[src/rtl/phy_rx_symbol_decoder.sv]
// PD PHY receive 4b5b decoder: ordered-set hunt, payload nibble decode, CRC-32 and timeout checks.
// Build option: define PHY_RX_SOP_TOLERANT_EN to accept SOP/SOP'/SOP'' on 3 of 4 matching symbols.
module phy_rx_symbol_decoder #(
    parameter int unsigned TIMEOUT_CYCLES = 1000,
    parameter int unsigned MAX_NIBBLES    = 68
) (
    input  logic       clk,
    input  logic       rst,
    input  logic       rx_enable,
    input  logic       rx_clr,
    input  logic       rx_symbol_en,
    input  logic [4:0] rx_symbol,
    output logic       phy_control_rx_packet_en,
    output logic [2:0] phy_control_rx_packet_type,
    output logic       phy_control_rx_paylaod_en,
    output logic [3:0] phy_control_rx_paylaod,
    output logic       phy_control_rx_packet_eop,
    output logic       phy_control_rx_packet_crc_error,
    output logic       phy_control_rx_packet_payload_error,
    output logic       phy_control_rx_packet_timeout
);
    localparam int unsigned NW = $clog2(MAX_NIBBLES + 1);
    localparam int unsigned TW = $clog2(TIMEOUT_CYCLES + 1);

    localparam logic [4:0] SYM_S1  = 5'b11000;
    localparam logic [4:0] SYM_S2  = 5'b10001;
    localparam logic [4:0] SYM_S3  = 5'b00110;
    localparam logic [4:0] SYM_R1  = 5'b00111;
    localparam logic [4:0] SYM_R2  = 5'b11001;
    localparam logic [4:0] SYM_EOP = 5'b01101;

    // Oldest symbol sits in the top slice of each 20-bit pattern.
    localparam logic [19:0] OS_SOP   = {SYM_S1, SYM_S1, SYM_S1, SYM_S2};
    localparam logic [19:0] OS_SOP1  = {SYM_S1, SYM_S1, SYM_S3, SYM_S3};
    localparam logic [19:0] OS_SOP2  = {SYM_S1, SYM_S3, SYM_S1, SYM_S3};
    localparam logic [19:0] OS_HRST  = {SYM_R1, SYM_R1, SYM_R1, SYM_R2};
    localparam logic [19:0] OS_CRST  = {SYM_R1, SYM_S1, SYM_R1, SYM_S3};

    localparam logic [31:0] CRC_POLY     = 32'h04C11DB7;
    localparam logic [31:0] CRC_RESIDUAL = 32'hC704DD7B;

`ifdef PHY_RX_SOP_TOLERANT_EN
    localparam logic [2:0] SOP_MIN = 3'd3;
`else
    localparam logic [2:0] SOP_MIN = 3'd4;
`endif

    typedef enum logic {ST_HUNT, ST_PAYLOAD} state_t;

    function automatic logic [4:0] decode_data(input logic [4:0] s);
        case (s)
            5'b11110: decode_data = {1'b1, 4'h0};
            5'b01001: decode_data = {1'b1, 4'h1};
            5'b10100: decode_data = {1'b1, 4'h2};
            5'b10101: decode_data = {1'b1, 4'h3};
            5'b01010: decode_data = {1'b1, 4'h4};
            5'b01011: decode_data = {1'b1, 4'h5};
            5'b01110: decode_data = {1'b1, 4'h6};
            5'b01111: decode_data = {1'b1, 4'h7};
            5'b10010: decode_data = {1'b1, 4'h8};
            5'b10011: decode_data = {1'b1, 4'h9};
            5'b10110: decode_data = {1'b1, 4'hA};
            5'b10111: decode_data = {1'b1, 4'hB};
            5'b11010: decode_data = {1'b1, 4'hC};
            5'b11011: decode_data = {1'b1, 4'hD};
            5'b11100: decode_data = {1'b1, 4'hE};
            5'b11101: decode_data = {1'b1, 4'hF};
            default:  decode_data = '0;
        endcase
    endfunction

    function automatic logic [2:0] match_count(input logic [19:0] w, input logic [19:0] p);
        logic [2:0] n;
        n = '0;
        for (int unsigned i = 0; i < 4; i++) begin
            if (w[5*i +: 5] == p[5*i +: 5]) n = n + 3'd1;
        end
        return n;
    endfunction

    // Left-shifting register with nibble bit 0 entering first.
    function automatic logic [31:0] crc_step(input logic [31:0] c, input logic [3:0] d);
        logic [31:0] n;
        n = c;
        for (int unsigned i = 0; i < 4; i++) begin
            if (n[31] ^ d[i]) n = {n[30:0], 1'b0} ^ CRC_POLY;
            else              n = {n[30:0], 1'b0};
        end
        return n;
    endfunction

    state_t          r_state;
    logic [14:0]     r_win;
    logic [31:0]     r_crc;
    logic [NW-1:0]   r_ncnt;
    logic [TW-1:0]   r_tcnt;
    logic            r_pkt_en;
    logic [2:0]      r_pkt_type;
    logic            r_pl_en;
    logic [3:0]      r_pl;
    logic            r_eop;
    logic            r_crc_err;
    logic            r_perr;
    logic            r_tmo;

    logic [19:0]     w_win;
    logic [4:0]      w_data;
    logic            w_os_hit;
    logic [2:0]      w_os_type;

    always_comb begin
        w_win     = {r_win, rx_symbol};
        w_data    = decode_data(rx_symbol);
        w_os_hit  = 1'b0;
        w_os_type = '0;
        if (match_count(w_win, OS_SOP) >= SOP_MIN) begin
            w_os_hit  = 1'b1;
            w_os_type = 3'd0;
        end else if (match_count(w_win, OS_SOP1) >= SOP_MIN) begin
            w_os_hit  = 1'b1;
            w_os_type = 3'd1;
        end else if (match_count(w_win, OS_SOP2) >= SOP_MIN) begin
            w_os_hit  = 1'b1;
            w_os_type = 3'd2;
        end else if (w_win == OS_HRST) begin
            w_os_hit  = 1'b1;
            w_os_type = 3'd3;
        end else if (w_win == OS_CRST) begin
            w_os_hit  = 1'b1;
            w_os_type = 3'd4;
        end
    end

    always_ff @(posedge clk) begin
        if (rst) begin
            r_state    <= ST_HUNT;
            r_win      <= '0;
            r_crc      <= '0;
            r_ncnt     <= '0;
            r_tcnt     <= '0;
            r_pkt_en   <= 1'b0;
            r_pkt_type <= '0;
            r_pl_en    <= 1'b0;
            r_pl       <= '0;
            r_eop      <= 1'b0;
            r_crc_err  <= 1'b0;
            r_perr     <= 1'b0;
            r_tmo      <= 1'b0;
        end else begin
            r_pkt_en <= 1'b0;
            r_pl_en  <= 1'b0;
            r_eop    <= 1'b0;
            r_perr   <= 1'b0;
            r_tmo    <= 1'b0;
            if (rx_clr || !rx_enable) begin
                r_state <= ST_HUNT;
                r_win   <= '0;
                r_crc   <= '0;
                r_ncnt  <= '0;
                r_tcnt  <= '0;
                if (rx_clr) r_crc_err <= 1'b0;
            end else if (rx_symbol_en) begin
                r_tcnt <= '0;
                if (r_state == ST_HUNT) begin
                    if (w_os_hit) begin
                        r_pkt_en   <= 1'b1;
                        r_pkt_type <= w_os_type;
                        r_win      <= '0;
                        if (w_os_type < 3'd3) begin
                            r_crc_err <= 1'b0;
                            r_crc     <= '1;
                            r_ncnt    <= '0;
                            r_state   <= ST_PAYLOAD;
                        end
                    end else begin
                        r_win <= {r_win[9:0], rx_symbol};
                    end
                end else if (w_data[4]) begin
                    if (r_ncnt < NW'(MAX_NIBBLES)) begin
                        r_pl_en <= 1'b1;
                        r_pl    <= w_data[3:0];
                        r_crc   <= crc_step(r_crc, w_data[3:0]);
                        r_ncnt  <= r_ncnt + NW'(1);
                    end else begin
                        r_perr  <= 1'b1;
                        r_state <= ST_HUNT;
                    end
                end else if (rx_symbol == SYM_EOP && r_ncnt >= NW'(12) && !r_ncnt[0]) begin
                    r_eop     <= 1'b1;
                    r_crc_err <= (r_crc != CRC_RESIDUAL);
                    r_state   <= ST_HUNT;
                end else begin
                    r_perr  <= 1'b1;
                    r_state <= ST_HUNT;
                end
            end else if (r_state == ST_PAYLOAD) begin
                if (r_tcnt == TW'(TIMEOUT_CYCLES - 1)) begin
                    r_tmo   <= 1'b1;
                    r_tcnt  <= '0;
                    r_state <= ST_HUNT;
                end else begin
                    r_tcnt <= r_tcnt + TW'(1);
                end
            end
        end
    end

    assign phy_control_rx_packet_en            = r_pkt_en;
    assign phy_control_rx_packet_type          = r_pkt_type;
    assign phy_control_rx_paylaod_en           = r_pl_en;
    assign phy_control_rx_paylaod              = r_pl;
    assign phy_control_rx_packet_eop           = r_eop;
    assign phy_control_rx_packet_crc_error     = r_crc_err;
    assign phy_control_rx_packet_payload_error = r_perr;
    assign phy_control_rx_packet_timeout       = r_tmo;

endmodule

[config.mk]
export PLATFORM = sky130hd
export DESIGN_NAME = phy_rx_symbol_decoder
export DESIGN_NICKNAME = d
export VERILOG_FILES = /design/src/rtl/phy_rx_symbol_decoder.sv
export SDC_FILE = /design/constraint.sdc
export NUM_CORES = 1
export LEC_CHECK = 0
export ABC_AREA = 1
export ABC_CLOCK_PERIOD_IN_PS = 3060
export CELL_PAD_IN_SITES_DETAIL_PLACEMENT = 0
export CELL_PAD_IN_SITES_GLOBAL_PLACEMENT = 2
export CORE_MARGIN = 2
export CORE_UTILIZATION = 34
export CTS_CLUSTER_SIZE = 10
export DETAILED_ROUTE_END_ITERATION = 10
export PLACE_DENSITY = 0.85
export SYNTH_ARGS = -nofsm -noshare
export SYNTH_HDL_FRONTEND = slang
export SYNTH_SLANG_ARGS = --single-unit
[constraint.sdc]
create_clock -name clk -period 3.06 [get_ports clk]
set_input_delay 0.612 -clock clk [delete_from_list [all_inputs] [get_ports clk]]
set_output_delay 0.612 -clock clk [all_outputs]
set_load 0.1 [all_outputs]
==> impl_metrics.yaml, run 1 <==
floorplan:
  placement_rows: 42
  dieHeight_um: 121
  core_area_mm2: 0.0133
  start_util_pct: 34.8
  fp.dieW_um: 121
  io_pins: 23
  die_area_mm2: 0.0146
synthesis:
  yosys.cell_count.top_type: "nand2_1"
  synth-edff-count: 0
  syn_area_per_cell_um2: 6.71
  ys_dominant_reg_cell: "dfxtp_1"
  yosysTopAreaCellShare_pct: 33.7
  ys_ff_latch: 78
  synth_warnings: 0
  yosys.area.top_type: "dfxtp_1"
  ys_seq_area_share_pct: 33.7
  syn_area_mm2: 0.00463
  synthTopCellsByCount: "nand2_1, nor2_1, inv_1"
  synth_nets: 709
  ys_types: 37
  synth_area_leaders: "dfxtp_1, nand2_1, nor2_1"
  netlist_instances: 690
  async_flop_share_pct: 0
clock_tree:
  cts_resized: 0
  clk_latency_ps: 350
  clk_pin_slew_worst_paths_ps: 60
  cts_tree: "built"
  ctsHoldBuffers: 0
  cts_inserted_buffers: 9
  postCtsSetupBuffers: 0
  h-tree-depth: 3
  clockRootBuffer: "clkbuf_16"
  cts.sinks: 78
  clockBufferDepth: 2
flow_run:
  max-cap-violations: 0
layout:
  drive_gt1_share_pct: 13.9
  syn_to_final_growth_pct: 19.7
  final_cells: 916
  final_net_count: 754
  n_antenna_cell: 0
worst_setup_path:
  cpPeakStageDelay_ps: 500
  rr_endpoint: "r_crc[5]"
  crit_arrival_ps: 3030
  crit_path_frequent_cell: "nor2_1"
  cp_max_fo: 31
  crit_chain: "clkdlybuf4s50_1 > inv_2 > nor2_2 > nand3_2 > inv_1 > ha_1 > nor2_1 > nand3_1 > nand2_1 > nor2_1 > a21boi_1 > nand3_2 > nand2_4 > nand2_4 > nor2_1 > nor2_1"
  cp.required_ps: 3300
  crit_type: "in2reg"
  setup.worst_path.start_class: "primary input"
  slowest_stage: "clkdlybuf4s50_1"
  r2r_cells: 14
  worst_setup_path_end_kind: "flip-flop"
  rr_startpoint: "r_win[3]"
  r2r_slack_ps: 400
  cpLargestDelayFamily: "simple AND/OR/NAND/NOR gates"
  path_buf_inv: 3
timing:
  setup_viol: 0
  fmax_mhz: 359
  rsz0062_at_grt: "no"
  hold_viol: 0
  worstMarginPinSlew_ps: 487
  fin_crit_sh_pct: 91.1
  slew_headroom_pct: 67.5
  timing.final.max_slew_violations: 0
  period_minus_slack_ps: 2790
  clock-skew-final_ps: 7.54
  fin_ws_ps: 271
pwr:
  ir_worst_vdd_mv: 0.328
  p_int_uw: 1900
  p_comb_share_pct: 9.1
  switching_power_uw: 586
  seqPwrFrac_pct: 41.0
  p_sw_share_pct: 23.5
  p_leak_uw: 0.00257
  p_per_area_mw_per_mm2: 449
  pwr-share-clk_pct: 50.0
drt:
  drtPass1Iterations: 4
  drc: 0
  wl_met2_um: 4890
  drt-met1-wl_um: 6050
  antenna_left: 0
  highest_layer: "met4"
  vias_per_cell: 4.60
  route.met3.wl_um: 409
  wl_um: 11500
  wl_per_cell_um: 12.6
  drt-initial-drc-count: 288
  vias: 4212
global_route:
  overflow: 0
  grt_pass1_vias: 3978
  grt.total_usage_pct: 16.8
  grt_start_max_net_pins: 36
  grt_pass1_wl_um: 19300
  antenna_found_initial: 0
placed_design:
  dpl.hpwl_um: 8420
  place_inst: 900
  place_congestion: 0.823
  dp_slack_ps: -63.0
  port_buffers: 22
min_path:
  hold_path.class: "reg2reg"
  holdCritStartpoint: "phy_control_rx_packet_type[0]"
  min_path_cells: 2
  hold_end: "phy_control_rx_packet_type[0]"
status:
  outcome: "finished, final reports clean"
-- worst register-to-register path: cells and delay by family, from the launching register on --
family	cells	cell delay [ps]
AO/OA/AOI/OAI	1	190
adder cells (fa/ha/maj)	1	320
buffers and inverters	1	70
flip-flops	1	340
AND/OR/NAND/NOR	11	1630
-- worst max-delay path by stage --
stage,startpoint,to,slack (ps),depth (start not counted)
detailed placement,rx_symbol[2],r_crc[4],-60,16
finish,rx_symbol[2],r_crc[5],270,16
CTS,rx_symbol[2],r_crc[5],290,16
global route,rx_symbol[2],r_crc[29],40,16
global placement,rx_symbol[1],r_crc[4],-0.7,16
floorplan,rx_symbol[2],r_crc[11],560,17
-- layer usage --
layer	vias to the layer above	global-route usage (%)
met5	-	0
met4	0	7.12
met3	10	2.88
met2	59	25.0
met1	1887	23.7
li1	2256	-
-- state kept, by name (all words and copies together), names as in the netlist, 3 cells and up --
register                    flops
phy_control_rx_packet_type      3
phy_control_rx_paylaod          4
r_crc                          32
r_ncnt                          7
r_tcnt                         10
r_win                          15
-- stage by stage --
step | cell area (um2) | hold WS (ps) | power [uW] | util (%) | setup TNS (ps)
after global routing | 5540 | 480 | 2590 | 41.7 | 0
after global placement | 5200 | 443 | 1270 | 39.1 | -0.693
after detailed placement | 5200 | 453 | 1270 | 39.1 | -814
final | 5540 | 457 | 2490 | 41.7 | 0
after floorplan | 4630 | 453 | 1190 | - | 0
after CTS | 5540 | 462 | 2530 | 41.7 | 0
-- cell families (layout without fill, tap and decap cells) --
family | count (synthesis) | in the layout | synth area share [%]
flip-flops | 78 | 78 | 33.7
buffers and inverters | 118 | 168 | 11.0
AND/OR/NAND/NOR | 390 | 390 | 37.1
adder cells (fa/ha/maj) | 9 | 9 | 2.43
XOR/XNOR | 43 | 43 | 9.67
AO/OA/AOI/OAI | 52 | 52 | 6.08
-- power groups by stage --
| stage | clock network (uW) | logic, uW | registers [uW] |
|---|---|---|---|
| 6_report | 1240 | 226 | 1020 |
| 5_1_grt | 1320 | 252 | 1020 |
| 4_1_cts | 1280 | 228 | 1020 |
| 3_5_place_dp | 0 | 226 | 1040 |
| 3_3_place_gp | 0 | 229 | 1040 |
| 2_1_floorplan | 0 | 141 | 1050 |
-- placed cells by master, fill, tap and decap left out, types with 3 or more instances in the layout --
cell type / instances
nor2_2: 8
nor4_1: 6
ha_1: 9
clkbuf_16: 9
nor3_1: 16
xor2_1: 30
inv_1: 87
buf_4: 43
nor2_1: 112
nand3_2: 4
o21ai_0: 9
clkdlybuf4s50_1: 9
clkinvlp_4: 3
nand2_2: 5
nand2_1: 157
xor2_2: 6
bufinv_16: 3
buf_12: 4
nand3_1: 58
a21oi_1: 32
dfxtp_1: 78
nand2_4: 4
inv_2: 9
nand4_1: 15
xnor2_1: 5
-- layout make-up --
class | instances | area, um2
Fill cell | 1415 | 7750
Multi-Input combinational cell | 494 | 2560
Sequential cell | 78 | 1560
Timing Repair Buffer | 56 | 493
Inverter | 96 | 360
Clock buffer | 9 | 225
Tap cell | 176 | 220
Clock inverter | 7 | 121
Note: power is estimated with default switching activity, not from simulation.
==> run 2, diff against run 1 <==
--- a/config.mk
+++ b/config.mk
@@ -13,7 +13,8 @@
 export CORE_UTILIZATION = 34
 export CTS_CLUSTER_SIZE = 10
 export DETAILED_ROUTE_END_ITERATION = 10
-export PLACE_DENSITY = 0.85
+export GPL_TIMING_DRIVEN = 0
+export PLACE_DENSITY = 0.82
 export SYNTH_ARGS = -nofsm -noshare
 export SYNTH_HDL_FRONTEND = slang
 export SYNTH_SLANG_ARGS = --single-unit
==> run 2 against run 1 <==
Non-clock buffer count fell by 11. Final cell count shrank 1.4%. Largest cell class unchanged. Critical path type unchanged. Worst setup slack got worse by 44 ps. Combinational power shrank 8%. Clock skew barely moved.
==> impl_metrics.yaml, run 2 (synthesized netlist as in run 1, its figures left out) <==
status:
  outcome: "finished, final reports clean"
global_route:
  grt_pass1_wl_um: 19900
  grt_pass1_vias: 4024
  grt_start_max_net_pins: 12
  grt.total_usage_pct: 17.6
  overflow: 0
  antenna_found_initial: 0
layout:
  top_register: "r_crc"
  largestRegisters: "r_crc: 32 flops, r_win: 15 flops, r_tcnt: 10 flops"
  layout_commonest_cell: "nand2_1"
  n_antenna_cell: 0
  filler_cell_count: 1430
  drive_gt1_share_pct: 9.63
  final_net_count: 743
  syn_to_final_growth_pct: 15.6
  final_cell_mix: "nand2_1, nor2_1, inv_1"
  largest_reg_flops: 32
drt:
  antenna_left: 0
  drc: 0
  vias: 4263
  vias_per_cell: 4.72
  wl_per_cell_um: 13.6
  wl_um: 12300
  drtPass1Iterations: 5
  drt-initial-drc-count: 248
floorplan:
  dieHeight_um: 121
  placement_rows: 42
  core_area_mm2: 0.0133
  start_util_pct: 34.8
  io_pins: 23
  die_area_mm2: 0.0146
  fp.dieW_um: 121
pwr:
  power_uw: 2250
  p_int_uw: 1690
  p_comb_share_pct: 9.2
  pwr-share-clk_pct: 45.4
  ir_worst_vdd_mv: 0.204
  p_per_area_mw_per_mm2: 420
  switching_power_uw: 556
  seqPwrFrac_pct: 45.4
  p_leak_uw: 0.00244
  p_sw_share_pct: 24.7
timing:
  rsz0062_at_grt: "no"
  worstMarginPinSlew_ps: 988
  setup_tns_ps: 0
  fin_crit_sh_pct: 92.6
  hold_viol: 0
  fin_ws_ps: 227
  slew_headroom_pct: 34.0
  timing.final.max_slew_violations: 0
  clock-skew-final_ps: 7.52
  setup_viol: 0
  fmax_mhz: 353
  period_minus_slack_ps: 2830
  whs_ps: 446
clock_tree:
  h-tree-depth: 3
  clockBufferDepth: 2
  cts_inserted_buffers: 9
  clockRootBuffer: "clkbuf_16"
  clk_pin_slew_worst_paths_ps: 60
  cts_tree: "built"
  ctsHoldBuffers: 0
  cts.sinks: 78
  clk_latency_ps: 340
min_path:
  hold_path.class: "reg2reg"
  min_path_cells: 2
placed_design:
  dpl.hpwl_um: 9160
  port_buffers: 21
  dp_slack_ps: -586
  place_congestion: 0.818
worst_setup_path:
  r2r_cells: 15
  r2r_slack_ps: 330
  crit_type: "in2reg"
  worst_setup_path_end_kind: "flip-flop"
  cp.required_ps: 3300
  crit_arrival_ps: 3070
  cp_max_fo: 10
  setup.worst_path.start_class: "primary input"
flow_run:
  max-cap-violations: 0
[run 2: cell types whose count changed in the layout (fill, tap and decap cells not counted), moves of 4 or more]
cell | previous run | this run
clkdlybuf4s50_1 | 9 | 17
buf_6 | 0 | 8
buf_12 | 4 | 0
buf_4 | 43 | 4
clkbuf_1 | 0 | 10
[run 2: power by group through the flow]
stage / clock [uW] / sequential [uW] / combinational [uW]
finish: 1020 / 1020 / 208
global route: 1080 / 1020 / 230
CTS: 1050 / 1020 / 208
detailed placement: 0 / 1040 / 207
global placement: 0 / 1040 / 208
floorplan: 0 / 1050 / 141
[run 2: per-layer routing]
metal / global-route usage (%) / vias up / wire length, um
li1: - / 2223 / -
met1: 24.1 / 1967 / 6200
met2: 27.8 / 55 / 5500
met3: 2.31 / 18 / 332
met4: 7.49 / 0 / 270
met5: 0 / - / 0
[run 2: worst paths after layout]
path / startpoint / endpoint
hold / removal: phy_control_rx_packet_type[1] / phy_control_rx_packet_type[1]
setup / recovery: rx_symbol[4] / r_crc[2]
hold reg to reg: phy_control_rx_packet_type[1] / phy_control_rx_packet_type[1]
setup reg to reg: r_win[3] / r_crc[2]
[run 2: worst max-delay path, cell delays in order]
cell and delay (ps):
clkdlybuf4s50_1 440, nor2_2 160, nand3_2 130, inv_1 110
ha_1 250, nor2_1 100, nand3_1 160, nand2_2 130
nor2_1 50, a21boi_1 200, nand3_2 160, nand2_4 120
nand2_4 70, buf_6 150, nor2_1 150, nor2_1 70
[run 2: area by class of cell]
type	instances	area [um2]	area share, %
multi-input cells	494	2560	47.8
clock inverters	1	5.00	0.0935
well taps	176	220	4.11
clock buffers	13	270	5.05
flip-flops and latches	78	1560	29.2
inverters	96	360	6.73
repair buffers	23	220	4.11
plain buffers	22	154	2.88
[run 2: per-stage QoR]
step,cell area [um2],instances,util (%)
detailed placement,5060,887,38.1
global route,5350,903,40.3
CTS,5350,902,40.2
floorplan,4630,690,-
finish,5350,903,40.3
global placement,5060,887,38.1
[run 2: what timing repair did]
action,4_1_cts,5_1_grt
cloned,0,0
gates resized for setup,4,6
endpoints found under the setup margin,47,47
pin swaps,2,1
buffers inserted,1,1
